--- src/rtl/avg_pool_sequencer.sv ---
// Time-multiplexes one 2x2 average-pool unit over a D x H x W feature map: fetches each window's
// four words, issues them under a credit limit, and writes returned averages in order.
module avg_pool_sequencer_chk #(
    parameter int MAX_OUT = 4
) (
    input logic       clk,
    input logic       reset,
    input logic [3:0] out_cnt,
    input logic       issue,
    input logic       ret
);
    a_no_overflow:  assert property (@(posedge clk) disable iff (reset) (out_cnt <= 4'(MAX_OUT)));
    a_no_underflow: assert property (@(posedge clk) disable iff (reset) !(out_cnt == 4'd0 && ret && !issue));
endmodule

module avg_pool_sequencer #(
    parameter int DW      = 16,
    parameter int D       = 16,
    parameter int H       = 10,
    parameter int W       = 10,
    parameter int MAX_OUT = 4,
    parameter int AW      = 11
) (
    input  logic            clk,
    input  logic            reset,
    input  logic            start,
    output logic            busy,
    output logic            done,
    output logic            rd_en,
    output logic [AW-1:0]   rd_addr,
    input  logic [DW-1:0]   rd_data,
    output logic            pu_in_valid,
    input  logic            pu_in_ready,
    output logic [4*DW-1:0] pu_in_data,
    input  logic            pu_out_valid,
    input  logic [DW-1:0]   pu_out_data,
    output logic            wr_en,
    output logic [AW-1:0]   wr_addr,
    output logic [DW-1:0]   wr_data
);
    localparam int OH = H / 2;
    localparam int OW = W / 2;
    localparam int CW = $clog2(D) + 1;
    localparam int RW = $clog2(OH) + 1;
    localparam int XW = $clog2(OW) + 1;

    typedef enum logic [2:0] {
        S_IDLE  = 3'd0,
        S_CHECK = 3'd1,
        S_FETCH = 3'd2,
        S_CAPT  = 3'd3,
        S_ISSUE = 3'd4,
        S_DRAIN = 3'd5,
        S_DONE  = 3'd6
    } state_e;

    state_e        state_q, state_d;
    logic [1:0]    k_q, k_d;
    logic [CW-1:0] c_q, c_d;
    logic [RW-1:0] orow_q, orow_d;
    logic [XW-1:0] ocol_q, ocol_d;
    logic [3:0]    out_cnt_q, out_cnt_d;
    logic [AW-1:0] wr_cnt_q, wr_cnt_d;
    logic          busy_q, busy_d, done_q, done_d;
    logic          rd_en_q, rd_en_d, pu_in_valid_q, pu_in_valid_d;
    logic [AW-1:0] rd_addr_q, rd_addr_d;
    logic          cap_v_q, cap_v_d;
    logic [1:0]    cap_k_q, cap_k_d;
    logic [DW-1:0] slot_q [4];
    logic [DW-1:0] slot_d [4];
    logic          wr_en_q, wr_en_d;
    logic [AW-1:0] wr_addr_q, wr_addr_d;
    logic [DW-1:0] wr_data_q, wr_data_d;

    logic          issue_hs_s, ret_s, last_win_s, start_ok_s;
    logic [AW-1:0] base_s, off_s;

    assign issue_hs_s = pu_in_valid_q & pu_in_ready;
    assign ret_s      = busy_q & pu_out_valid;
    assign start_ok_s = (state_q == S_IDLE) & start;
    assign last_win_s = (c_q == CW'(D - 1)) & (orow_q == RW'(OH - 1)) & (ocol_q == XW'(OW - 1));
    assign base_s     = AW'(c_q) * AW'(H * W) + AW'(orow_q) * AW'(2 * W) + AW'(ocol_q) * AW'(2);

    always_ff @(posedge clk) begin
        if (reset) begin
            state_q <= S_IDLE;
        end else begin
            state_q <= state_d;
        end
    end

    always_comb begin
        state_d = state_q;
        case (state_q)
            S_IDLE:  state_d = start ? S_CHECK : S_IDLE;
            S_CHECK: state_d = (out_cnt_q < 4'(MAX_OUT)) ? S_FETCH : S_CHECK;
            S_FETCH: state_d = (k_q == 2'd3) ? S_CAPT : S_FETCH;
            S_CAPT:  state_d = S_ISSUE;
            S_ISSUE: state_d = issue_hs_s ? (last_win_s ? S_DRAIN : S_CHECK) : S_ISSUE;
            S_DRAIN: state_d = (out_cnt_q == 4'd0) ? S_DONE : S_DRAIN;
            S_DONE:  state_d = S_IDLE;
            default: state_d = S_IDLE;
        endcase
    end

    always_comb begin
        k_d    = (state_q == S_FETCH) ? k_q + 2'd1 : 2'd0;
        c_d    = c_q;
        orow_d = orow_q;
        ocol_d = ocol_q;
        // Window walk: ocol fastest, then orow, then channel.
        if (start_ok_s) begin
            c_d    = '0;
            orow_d = '0;
            ocol_d = '0;
        end else if (issue_hs_s) begin
            if (ocol_q == XW'(OW - 1)) begin
                ocol_d = '0;
                if (orow_q == RW'(OH - 1)) begin
                    orow_d = '0;
                    c_d    = last_win_s ? '0 : c_q + CW'(1);
                end else begin
                    orow_d = orow_q + RW'(1);
                end
            end else begin
                ocol_d = ocol_q + XW'(1);
            end
        end else begin
            c_d = c_q;
        end

        case (k_d)
            2'd0:    off_s = '0;
            2'd1:    off_s = AW'(1);
            2'd2:    off_s = AW'(W);
            2'd3:    off_s = AW'(W + 1);
            default: off_s = '0;
        endcase

        out_cnt_d     = out_cnt_q + {3'd0, issue_hs_s} - {3'd0, ret_s};
        wr_cnt_d      = start_ok_s ? '0 : (ret_s ? wr_cnt_q + AW'(1) : wr_cnt_q);
        busy_d        = (state_d != S_IDLE) && (state_d != S_DONE);
        done_d        = (state_d == S_DONE);
        pu_in_valid_d = (state_d == S_ISSUE);
        rd_en_d       = (state_d == S_FETCH);
        rd_addr_d     = rd_en_d ? base_s + off_s : rd_addr_q;
        // Read data arrives one cycle after the strobe; remember which slot it belongs to.
        cap_v_d       = rd_en_q;
        cap_k_d       = k_q;
        for (int i = 0; i < 4; i++) begin
            slot_d[i] = (cap_v_q && (cap_k_q == 2'(i))) ? rd_data : slot_q[i];
        end
        wr_en_d       = ret_s;
        wr_addr_d     = ret_s ? wr_cnt_q : wr_addr_q;
        wr_data_d     = ret_s ? pu_out_data : wr_data_q;
    end

    always_ff @(posedge clk) begin
        if (reset) begin
            k_q           <= 2'd0;
            c_q           <= '0;
            orow_q        <= '0;
            ocol_q        <= '0;
            out_cnt_q     <= 4'd0;
            wr_cnt_q      <= '0;
            busy_q        <= 1'b0;
            done_q        <= 1'b0;
            pu_in_valid_q <= 1'b0;
            rd_en_q       <= 1'b0;
            rd_addr_q     <= '0;
            cap_v_q       <= 1'b0;
            cap_k_q       <= 2'd0;
            for (int i = 0; i < 4; i++) begin
                slot_q[i] <= '0;
            end
            wr_en_q       <= 1'b0;
            wr_addr_q     <= '0;
            wr_data_q     <= '0;
        end else begin
            k_q           <= k_d;
            c_q           <= c_d;
            orow_q        <= orow_d;
            ocol_q        <= ocol_d;
            out_cnt_q     <= out_cnt_d;
            wr_cnt_q      <= wr_cnt_d;
            busy_q        <= busy_d;
            done_q        <= done_d;
            pu_in_valid_q <= pu_in_valid_d;
            rd_en_q       <= rd_en_d;
            rd_addr_q     <= rd_addr_d;
            cap_v_q       <= cap_v_d;
            cap_k_q       <= cap_k_d;
            for (int i = 0; i < 4; i++) begin
                slot_q[i] <= slot_d[i];
            end
            wr_en_q       <= wr_en_d;
            wr_addr_q     <= wr_addr_d;
            wr_data_q     <= wr_data_d;
        end
    end

    assign busy        = busy_q;
    assign done        = done_q;
    assign rd_en       = rd_en_q;
    assign rd_addr     = rd_addr_q;
    assign pu_in_valid = pu_in_valid_q;
    assign pu_in_data  = {slot_q[3], slot_q[2], slot_q[1], slot_q[0]};
    assign wr_en       = wr_en_q;
    assign wr_addr     = wr_addr_q;
    assign wr_data     = wr_data_q;

    avg_pool_sequencer_chk #(.MAX_OUT(MAX_OUT)) u_chk (
        .clk     (clk),
        .reset   (reset),
        .out_cnt (out_cnt_q),
        .issue   (issue_hs_s),
        .ret     (ret_s)
    );
endmodule

--- config.mk ---
export PLATFORM = sky130hd
export DESIGN_NAME = avg_pool_sequencer
export DESIGN_NICKNAME = d
export VERILOG_FILES = /design/src/rtl/avg_pool_sequencer.sv
export SDC_FILE = /design/constraint.sdc
export NUM_CORES = 1
export LEC_CHECK = 0
export ABC_CLOCK_PERIOD_IN_PS = 9200
export CAP_MARGIN = 20
export CORE_MARGIN = 3
export CORE_UTILIZATION = 50
export DETAILED_ROUTE_END_ITERATION = 12
export GPL_TIMING_DRIVEN = 0
export PLACE_DENSITY = 0.9
export SYNTH_ARGS = -nofsm -noshare
export SYNTH_HDL_FRONTEND = slang
export SYNTH_SLANG_ARGS = --single-unit
--- constraint.sdc ---
create_clock -name clk -period 9.2 [get_ports clk]
set_input_delay 1.38 -clock clk [delete_from_list [all_inputs] [get_ports clk]]
set_output_delay 1.38 -clock clk [all_outputs]
set_load 0.01 [all_outputs]
==> impl_metrics.json <==
{
  "status": "completed",
  "synth_area_um2": 6430,
  "grt_usage_pct": 25.7,
  "place_congestion": 0.853,
  "dr.pass1.iters": 5,
  "max-cap-violations": 0,
  "place_ws_ps": 5270,
  "synthesis.nets": 860,
  "reg2regPathDepth": 13,
  "start_util_pct": 52.2,
  "dpl-instance-area_um2": 8070,
  "netlist.area_leader.share_pct": 44.5,
  "ios": 144,
  "slowest_delay_ps": 510,
  "drt_iter0_drc": 662,
  "ys_async_sr_fraction_pct": 0,
  "grt_pass1_vias": 5938,
  "yosys-top-cells-count": "nand2_1, dfxtp_1, a21oi_1",
  "r2r-start": "c_q[0]",
  "min_period_ps": 3980,
  "tns_ps": 0,
  "cp_slowest_cell": "dfxtp_1",
  "vias": 6135,
  "grt_pass1_wl_um": 29500,
  "die_y_um": 119,
  "instances_no_fill": 1107,
  "worst_clock_skew_ps": 9.94,
  "leakagePower_nw": 3.31,
  "path_cells": "ha_1 > ha_1 > ha_1 > fa_1 > xor2_1 > ha_1 > ha_1 > ha_1 > or3b_1 > a311o_1 > o311ai_0 > nand4_1 > a21oi_1",
  "via_per_inst": 5.54,
  "chipWidth_um": 119,
  "cts_tree": "built",
  "postLayoutCellArea_um2": 8690,
  "tightestPinTransition_ps": 641,
  "power_density_nw_per_um2": 185,
  "r2r_slack_ps": 5220,
  "reg2reg_to": "rd_addr[9]",
  "synth_warnings": 0,
  "fp.dieArea_um2": 14300,
  "max_freq_ghz": 0.251,
  "ant_nets": 0,
  "end_kind": "flop",
  "dp.cells": 1076,
  "synth_adder_area_share_pct": 12.2,
  "synthCells": 765,
  "hold_buffers": 0,
  "wire_per_inst_um": 16.6,
  "fin_total_pwr_w": 0.00161,
  "coreArea_um2": 12300,
  "ys_seq_area_share_pct": 44.5,
  "synth_edf_count": 0,
  "critPathKind": "flop to flop",
  "routed_wirelength_um": 18300,
  "synth_compound_area_share_pct": 14.1,
  "synthSimpleGateAreaFrac_pct": 20.8,
  "synthTopCellsByArea": "dfxtp_1, nand2_1, ha_1",
  "finalSetupViolCount": 0,
  "route.detailed.drc": 0,
  "min_from": "wr_addr[4]",
  "rows": 40,
  "yosys.area.top_type": "dfxtp_1",
  "ys_types": 50,
  "drive_gt1_share_pct": 5.96,
  "postLayoutSetupSlackWorst_ps": 5220,
  "rsz0062_at_grt": "no",
  "path_common_cell": "ha_1",
  "crit_arrival_ps": 4320,
  "critical_path.top_delay_family": "adder cells",
  "clk_pin_slew_worst_paths_ps": 60,
  "hold_class": "flop to flop",
  "path_max_fanout": 7,
  "postSynthAreaPerCell_um2": 8.41,
  "ys_ff_latch": 143,
  "cts_buffer_depth": 2,
  "slew_viol_final": 0,
  "required_ps": 9550,
  "cts_buffers": 17,
  "synth_xor_area_share_pct": 3.40,
  "synth_top_family_by_area": "simple AND/OR/NAND/NOR gates",
  "slew_headroom_pct": 57.3,
  "clock-sinks": 143,
  "hold_violations": 0,
  "grt_overflow": 0,
  "synth_most_common_cell": "nand2_1",
  "n_antenna_cell": 0,
  "path_buf_inv": 0,
  "clk_latency_ps": 420,
  "ir_worst_vdd_v": 0.000122,
  "layout.nets": 1022,
  "hpwl_um": 12800,
  "grt_max_degree": 17,
  "min_to": "wr_addr[4]",
  "clock-root-buffer": "clkbuf_16",
  "whs_path_depth": 2,
  "htree_levels": 4,
  "synth_ff_type": "dfxtp_1",
  "cts.repair.resized": 0,
  "synth_mux_area_share_pct": 0,
  "syn_to_final_growth_pct": 35.1,
  "grt_antenna_before_repair": 0,
  "min_period_over_period_pct": 43.2,
  "portBuffers": 143,
  "start_kind": "flop",
  "post_cts_buffers": 0
}
[flip-flops by register name, indices dropped and copies added (netlist names), 3 cells and up]
| register | count |
|---|---|
| c_q | 5 |
| ocol_q | 4 |
| orow_q | 4 |
| out_cnt_q | 4 |
| rd_addr | 11 |
| slot_q | 64 |
| state_q | 3 |
| wr_addr | 11 |
| wr_cnt_q | 11 |
| wr_data | 16 |
[cells in the final DEF, fill, tap and decap left out, types with 3 or more instances in the layout]
cell and n:
a211oi_1 4, a21o_1 3, a21oi_1 120, a31oi_1 5
and2_1 4, and3b_1 3, buf_1 3, buf_2 7
buf_4 3, bufinv_16 4, clkbuf_1 30, clkbuf_16 17
clkdlybuf4s50_1 143, clkinv_2 4, dfxtp_1 143, fa_1 8
ha_1 50, inv_1 34, nand2_1 197, nand3_1 11
nand4_1 16, nor2_1 33, nor2b_1 6, nor3_1 9
nor4_1 4, o21ai_0 4, o31ai_1 9, or3_1 3
xnor2_1 18, xor2_1 7
[per-layer routing]
metal  track usage (%)  vias up  part of all wire, %
met5                 0        -                    0
met2              41.9      301                   48
met3              6.03       58                  8.5
met1              32.1     2868                   40
met4              12.4        0                  3.7
li1                  -     2908                    -
[cell type report]
type	count	area, um2
plain buffers	44	193
clock buffers	17	425
clock inverters	14	190
fillers	906	3620
inverters	34	128
multi-input cells	544	3250
flip-flops and latches	143	2860
well taps	168	210
repair buffers	143	1430
[how the worst max path moves through the flow]
stage                            start      endpoint  slack, ps  depth (start not counted)
after floorplan                 c_q[0]    rd_addr[9]       5610                         13
after detailed placement  pu_out_valid  out_cnt_q[3]       5270                         11
final                           c_q[0]    rd_addr[9]       5220                         13
after global placement    pu_out_valid  out_cnt_q[2]       5310                         11
after CTS                       c_q[0]    rd_addr[9]       5240                         13
after global routing            c_q[0]    rd_addr[9]       5020                         13
[worst register-to-register path, delay by kind of cell, from the launching register on]
kind	cells	cell delay, ps
flops	1	510
xor+xnor	1	160
compound gates	3	600
simple gates	2	520
fa+ha+maj	7	2120
[stage by stage]
stage	utilization (%)	hold WS [ps]
floorplan	-	442
global placement	65.6	440
detailed placement	65.6	445
CTS	70.6	453
global route	70.6	468
finish	70.6	452
[where the power goes]
group / switching, W / total, W / internal (W)
sequential: 0.0000178 / 0.000662 / 0.000645
combinational: 0.000134 / 0.000229 / 0.0000952
clock: 0.000267 / 0.000719 / 0.000452
[kinds of logic (layout without fill, tap and decap cells)]
| group | after synthesis | in the layout |
|---|---|---|
| flops | 143 | 143 |
| simple gates | 303 | 303 |
| compound gates | 158 | 158 |
| fa+ha+maj | 58 | 58 |
| xor+xnor | 25 | 25 |
| buf+inv | 78 | 252 |
Note: power is estimated with default switching activity, not from simulation.
